$ cat src/rtl/gf180mcu_osu_sc_seq_pkg.sv
// Shared types and defaults for the 12T buffer-bank enable sequencer.
package gf180mcu_osu_sc_seq_pkg;

    typedef enum logic [1:0] {
        S_IDLE = 2'd0,
        S_UP   = 2'd1,
        S_ON   = 2'd2,
        S_DOWN = 2'd3
    } seq_state_e;

    localparam int DEF_NBANK = 4;
    localparam int DEF_CW    = 4;

endpackage

$ cat src/rtl/gf180mcu_osu_sc_12T_seq_tmr.sv
// Step-interval counter: pulses step when the count reaches the latched gap,
// then restarts from zero on its own.
module gf180mcu_osu_sc_12T_seq_tmr
    import gf180mcu_osu_sc_seq_pkg::*;
#(
    parameter int CW = DEF_CW
) (
    input  logic          clk,
    input  logic          rst_n,
    input  logic          clr,
    input  logic [CW-1:0] dly,
    output logic          step
);

    logic [CW-1:0] cnt;

    assign step = (cnt == dly);

    always_ff @(posedge clk or negedge rst_n) begin
        if (!rst_n) begin
            cnt <= '0;
        end else if (clr || step) begin
            cnt <= '0;
        end else begin
            cnt <= cnt + 1'b1;
        end
    end

endmodule

$ cat src/rtl/gf180mcu_osu_sc_12t_drv_seq.sv
// Staggered enable sequencer for high-drive buffer banks: ramps up lowest-first,
// down highest-first. Optional bank skip mask under DRV_SEQ_MASK_EN.
module gf180mcu_osu_sc_12t_drv_seq
    import gf180mcu_osu_sc_seq_pkg::*;
#(
    parameter int NBANK = DEF_NBANK,
    parameter int CW    = DEF_CW
) (
    input  logic             CLK,
    input  logic             RN,
    input  logic             REQ,
    input  logic [CW-1:0]    DLY,
`ifdef DRV_SEQ_MASK_EN
    input  logic [NBANK-1:0] MASK,
`endif
    output logic [NBANK-1:0] EN,
    output logic             ACK,
    output logic             BUSY
);

    seq_state_e       state, state_nxt;
    logic [NBANK-1:0] en_nxt;
    logic [NBANK-1:0] mask_in, mask_q;
    logic [CW-1:0]    dly_q;
    logic             latch, tmr_clr, step;

`ifdef DRV_SEQ_MASK_EN
    assign mask_in = MASK;
`else
    assign mask_in = '0;
`endif

    function automatic logic [NBANK-1:0] lowest(input logic [NBANK-1:0] v);
        return v & (~v + NBANK'(1));
    endfunction

    function automatic logic [NBANK-1:0] highest(input logic [NBANK-1:0] v);
        logic [NBANK-1:0] r;
        r = '0;
        for (int i = 0; i < NBANK; i++) begin
            if (v[i]) begin
                r    = '0;
                r[i] = 1'b1;
            end
        end
        return r;
    endfunction

    // Reversal into UP searches with the mask being latched on that same edge.
    logic [NBANK-1:0] lo_q, lo_in, hi_en;
    logic             all_on;

    assign lo_q   = lowest(~EN & ~mask_q);
    assign lo_in  = lowest(~EN & ~mask_in);
    assign hi_en  = highest(EN);
    assign all_on = ((~EN & ~mask_q) == '0);

    gf180mcu_osu_sc_12T_seq_tmr #(.CW(CW)) u_tmr (
        .clk   (CLK),
        .rst_n (RN),
        .clr   (tmr_clr),
        .dly   (dly_q),
        .step  (step)
    );

    always_comb begin
        state_nxt = state;
        en_nxt    = EN;
        latch     = 1'b0;
        tmr_clr   = 1'b0;
        case (state)
            S_IDLE: begin
                tmr_clr = 1'b1;
                if (REQ) begin
                    state_nxt = S_UP;
                    en_nxt    = EN | lo_in;
                    latch     = 1'b1;
                end
            end
            S_UP: begin
                if (!REQ) begin
                    state_nxt = S_DOWN;
                    en_nxt    = EN & ~hi_en;
                    latch     = 1'b1;
                    tmr_clr   = 1'b1;
                end else if (all_on) begin
                    state_nxt = S_ON;
                    tmr_clr   = 1'b1;
                end else if (step) begin
                    en_nxt = EN | lo_q;
                end
            end
            S_ON: begin
                tmr_clr = 1'b1;
                if (!REQ) begin
                    state_nxt = S_DOWN;
                    en_nxt    = EN & ~hi_en;
                    latch     = 1'b1;
                end
            end
            S_DOWN: begin
                if (REQ) begin
                    state_nxt = S_UP;
                    en_nxt    = EN | lo_in;
                    latch     = 1'b1;
                    tmr_clr   = 1'b1;
                end else if (EN == '0) begin
                    state_nxt = S_IDLE;
                    tmr_clr   = 1'b1;
                end else if (step) begin
                    en_nxt = EN & ~hi_en;
                end
            end
            default: state_nxt = S_IDLE;
        endcase
    end

    always_ff @(posedge CLK or negedge RN) begin
        if (!RN) begin
            state  <= S_IDLE;
            EN     <= '0;
            ACK    <= 1'b0;
            BUSY   <= 1'b0;
            dly_q  <= '0;
            mask_q <= '0;
        end else begin
            state <= state_nxt;
            EN    <= en_nxt;
            ACK   <= (state_nxt == S_ON);
            BUSY  <= (state_nxt == S_UP) || (state_nxt == S_DOWN);
            if (latch) begin
                dly_q  <= DLY;
                mask_q <= mask_in;
            end
        end
    end

endmodule

$ cat config.mk
export PLATFORM = sky130hd
export DESIGN_NAME = gf180mcu_osu_sc_12t_drv_seq
export DESIGN_NICKNAME = d
export VERILOG_FILES = /design/src/rtl/gf180mcu_osu_sc_seq_pkg.sv /design/src/rtl/gf180mcu_osu_sc_12T_seq_tmr.sv /design/src/rtl/gf180mcu_osu_sc_12t_drv_seq.sv
export SDC_FILE = /design/constraint.sdc
export NUM_CORES = 1
export LEC_CHECK = 0
export ABC_AREA = 1
export BUFFER_PORTS_ARGS = -buffer_cell sky130_fd_sc_hd__buf_4
export CORE_ASPECT_RATIO = 1.1
export CORE_MARGIN = 2
export CORE_UTILIZATION = 55
export CTS_BUF_LIST = sky130_fd_sc_hd__clkbuf_4 sky130_fd_sc_hd__clkbuf_8
export CTS_CLUSTER_SIZE = 30
export DETAILED_ROUTE_END_ITERATION = 8
export GPL_ROUTABILITY_DRIVEN = 0
export PLACE_DENSITY = 0.73
export SETUP_SLACK_MARGIN = 0.4
export SLEW_MARGIN = 25
export SYNTH_ARGS = -nofsm -noshare
export SYNTH_HDL_FRONTEND = slang
export SYNTH_HIERARCHICAL = 1
export SYNTH_SLANG_ARGS = --single-unit
export TNS_END_PERCENT = 10
$ cat constraint.sdc
create_clock -name CLK -period 2.5 [get_ports CLK]
set_input_delay 0.5 -clock CLK [delete_from_list [all_inputs] [get_ports CLK]]
set_output_delay 0.5 -clock CLK [all_outputs]
set_load 0.02 [all_outputs]
=== After elaboration in Yosys (flattened, before gate mapping) ===
Index checks and enable logic that the tools add are counted.

* $add $sub $neg: 2
* Eq/ne operators: 13
* Mux-type cells: 29
* Bitwise operators: 6
* Reductions and logical operators: 9

{| class="wikitable"
|+ Operator list
! kind !! number
|-
| 4-bit two-way mux || 12
|-
| 4-bit case mux with 4 select lines || 1
|-
| 2-bit two-way mux || 6
|-
| 4-bit inverter || 3
|-
| 4-bit by 1-bit adder with 4-bit output (second input constant) || 2
|-
| 4-bit bitwise AND || 2
|-
| 2-bit == test (second input constant) || 4
|-
| 4-bit logical NOT || 2
|-
| 2-bit case mux with 4 select lines || 1
|-
| 1-bit two-way mux || 7
|-
| 3-bit by 2-bit != test with 1-bit output (second input constant) || 2
|-
| 3-bit != test (second input constant) || 2
|-
| 6-bit AND reduction || 1
|-
| 2-bit OR reduction || 3
|-
| 2-bit by 1-bit == test with 1-bit output (second input constant) || 2
|-
| 4-bit == test || 1
|-
| 2-bit != test (second input constant) || 2
|-
| 4-bit bitwise OR || 1
|-
| 1-bit case mux with 3 select lines || 1
|-
| 2-bit logical NOT || 1
|-
| 1-bit logical OR || 2
|-
| 1-bit case mux with 2 select lines || 1
|}

* Register bits: 16
* Bits of input ports: 7
* Output and inout bits: 6
* Word-level logic and storage cells: 65

=== Logic depth before layout (Yosys ltp) ===
* Depth in word-level cells: 10
* Depth in mapped cells: 14
* Mapped depth without buffers: 14

=== Cells and area by module ===
The synthesis kept the hierarchy.

{| class="wikitable"
|+ By module, submodules not included
! module !! instances !! cells each !! area each (um^2) !! sequential area each (um^2)
|-
| gf180mcu_osu_sc_12t_drv_seq || 1 || 101 || 809.5 || 275.3
|-
| gf180mcu_osu_sc_12T_seq_tmr || 1 || 39 || 254.0 || 100.1
|}

=== Least setup slack after synthesis ===
No wires, ideal clock.

* Path type: register to register
* Start point: reg BUSY (netlist name)
* End point: reg dly_q[0]
* Library setup time: 128 ps
* Arrival: 1510 ps
* Path slack: 862 ps
* Cell stages (with the launch flop): 5
* Path buffers: 0
* Clock period less this slack: 1638 ps
* Cell sequence: dfrtp_1 -> inv_1 -> ha_1 -> xor2_4 -> mux2_1

{| class="wikitable"
|+ RTL lines
! what !! line !! text
|-
| to (signal assigned) || gf180mcu_osu_sc_12t_drv_seq.sv:124 || <nowiki>dly_q <= '0;</nowiki>
|-
| to (signal assigned) || gf180mcu_osu_sc_12t_drv_seq.sv:132 || <nowiki>dly_q <= DLY;</nowiki>
|-
| to (decl) || gf180mcu_osu_sc_12t_drv_seq.sv:24 || <nowiki>logic [CW-1:0] dly_q;</nowiki>
|}

==> metrics.md <==
| Metric | Value |
|---|---|
| Outcome | finished, final reports clean |
| Post-Place Setup Slack | 0.9126 ns |
| Maximum vdd drop | between 0.7 and 0.8 mV |
| Die Height | 50.12 um |
| Top_reg_cell synth | dfrtp_1 |
| Cell Area, Synth | roughly 1100 um^2 |
| Leak | 0.0006352 uW |
| Post-synthesis sequential area ratio | between 30% and 40% |
| Post-CTS Setup Bufs | 0 |
| Layout area overhead | 12.35% |
| Fin crit period | between 1.5 and 2 ns |
| CTS tree | done |
| Placed Cells | about 170 |
| Core Region | approximately 1800 um^2 |
| Post-synth EDFFs | 0 |
| Std-Cell Rows | 16 |
| Worst EP required | about 2.7 ns |
| Via count | about 890 |
| Ys async rst share | 100.0% |
| HPWL after DPL | approximately 1500 um |
| Die Area | 2302 um^2 |
| Largest net degree at the start of global routing | 16 |
| Starting density of the core | between 50% and 60% |
| DR iter-0 viols | 14 |
| IO Pins | 13 |
| Clk slew on worst S/H paths | around 0.09 ns |
| RSZ-0062 raised after global routing | false |
| Final setup TNS | 0 ns |
| Fmax | ~630 MHz |
| CP Class | flop to flop |
| Antenna violations before repair | 0 |
| WL per Instance | between 10 and 15 um |
| Slew @ Worst Pin | approximately 0.21 ns |
| Clock latency on the worst-skew pair | approximately 0.29 ns |
| Slew headroom | a little under nine tenths |
| Final Hold Violating Endpoints | 0 |
| First-pass GRT wire length | 3422 um |
| Remaining antenna violation count | 0 |
| H-tree depth | 1 |
| Final setup viols | 0 |
| Drt drc | 0 |
| Syn Area/Cell | between 7 and 8 um^2 |
| CTS Buffer Depth | 2 |
| CP arrival | approximately 1.8 ns |
| CP Launch Type | flop |
| TritonCTS sink count | 15 |
| # resized after CTS | 0 |
| CP Capture Type | flop |
| Most frequent cells after synthesis | nand2_1 (40), inv_1 (20), dfrtp_1 (15) |
| Synthesized flop and latch total | 15 |
| Number of vias per cell | slightly above 5 |
| Vias in the first global route | 838 |
| Max Cap Viol | 0 |
| Mapped Cells | 140 |
| Layout Nets | 169 |
| Congestion Overflow GR | 0 |
| Top cell type by total area after synthesis | dfrtp_1 |
| Yosys cell types | 28 |
| Worst hold path class | primary input to async pin |
| Router iterations before antenna repair | 6 |
| Launching point of the worst reg2reg path | BUSY$_DFF_PN0_ |
| Die width | ~46 um |
| CTS root buf | clkbuf_4 |
| Num CTS Buffers | 3 |
| Fraction of layout cells with a size suffix above 1 | 20.65% |
| Area contributors post-synth | dfrtp_1 (35%), nand2_1 (14%), ha_1 (7.1%) |
| Most frequent cell after synthesis | nand2_1 |
| Clock skew | between 0.004 and 0.005 ns |
| Syn_nets | about 150 |
| Setup WS post-layout | roughly 0.91 ns |
| CTS hold repair buffers | 0 |
| Crit. Startpoint | BUSY$_DFF_PN0_ |
| Fin. max-slew vios | 0 |
| PwrDens | between 1000 and 1500 nW/um^2 |
| Count of warnings emitted by yosys | 6 |
| Worst Path Max Fanout | 5 |
| IO buf count | 12 |
| Synth top area share | 35.29% |
| Gr usage total | between 20% and 30% |
| Finished Layout Cells | ~170 |
| Final worst-path cycle share | roughly 64% |
| Ant diodes | 0 |
| Detailed-route wire length | ~1900 um |
power by group:
part / switching (uW) / total (uW) / internal, uW / leakage (uW)
registers: 96.5 / 434 / 338 / 0.000192
clock network: 78.8 / 152 / 72.9 / 0.0000184
logic: 506 / 845 / 339 / 0.000425
total: 682 / 1430 / 749 / 0.000635
state kept, by name, summed over array words and instances (netlist names):
name,count
EN,4
dly_q,4
u_tmr/cnt,4
ACK,1
BUSY,1
state,1
metal layers:
metal  vias up  GRT usage (%)  routed length, um
met4         0          7.143                 33
met5         -              0                  0
met1       402          25.34                870
met3         5          3.297                 60
met2        15          33.10                918
li1        463              -                  -
worst max-delay path: stages, from the launching register on:
cell and delay, ns:
dfrtp_1 0.42, inv_1 0.13, ha_1 0.39, xor2_4 0.21, mux2_1 0.34
metrics by stage:
| stage | hold WS [ns] | cell area [um^2] | util, % | total power [uW] |
|---|---|---|---|---|
| 6_report | 0.04872 | 1195 | 66.32 | 1431 |
| 5_1_grt | 0.05136 | 1195 | 66.32 | 1577 |
| 4_1_cts | 0.05106 | 1195 | 66.32 | 1444 |
| 3_5_place_dp | 0.3647 | 1165 | 64.65 | 1288 |
| 3_3_place_gp | 0.3628 | 1165 | 64.65 | 1264 |
| 2_1_floorplan | 0.2044 | 1064 | - | 1092 |
area by class of cell:
cell class              instances  area, um^2
multi-input cells             100       584.3
fillers                       172       606.8
repair buffers                 12       90.09
clock buffers                   4       30.03
inverters                      24       92.59
flip-flops and latches         15       375.4
well taps                      18       22.52
layout by cell type, fill, tap and decap left out, types with 2 or more instances in the layout:
| master | synthesis | final |
|---|---|---|
| o21ai_1 | 3 | 3 |
| o21ai_0 | 3 | 3 |
| a21oi_1 | 5 | 5 |
| buf_4 | 0 | 12 |
| mux2_1 | 4 | 4 |
| inv_2 | 3 | 3 |
| nand2_2 | 4 | 4 |
| a21oi_2 | 2 | 2 |
| inv_1 | 20 | 20 |
| ha_1 | 6 | 6 |
| nand2_1 | 40 | 40 |
| clkbuf_4 | 0 | 4 |
| nand3_2 | 2 | 2 |
| nor2_1 | 14 | 14 |
| dfrtp_1 | 15 | 15 |
| nand3_1 | 5 | 5 |
final timing paths:
kind,end,slack [ns],cells past startpoint
hold / removal,u_tmr/cnt[3]$_DFF_PN0_,0.05,1
max in group asynchronous,ACK$_DFF_PN0_,2.28,1
setup / recovery,dly_q[3]$_DFFE_PN0P_,0.91,4
setup reg to reg,dly_q[3]$_DFFE_PN0P_,0.91,4
min in group CLK,dly_q[2]$_DFFE_PN0P_,0.43,2
hold reg to reg,u_tmr/cnt[0]$_DFF_PN0_,0.52,1
kinds of logic after synthesis:
logic type,after synthesis,share of synthesized area [%]
simple gates,72,31.29
buf+inv,25,9.765
compound gates,15,8.117
flops,15,35.29
fa+ha+maj,6,7.059
mux,4,4.235
xor+xnor,3,4.236
No activity file was read; power rests on OpenSTA's default activity.
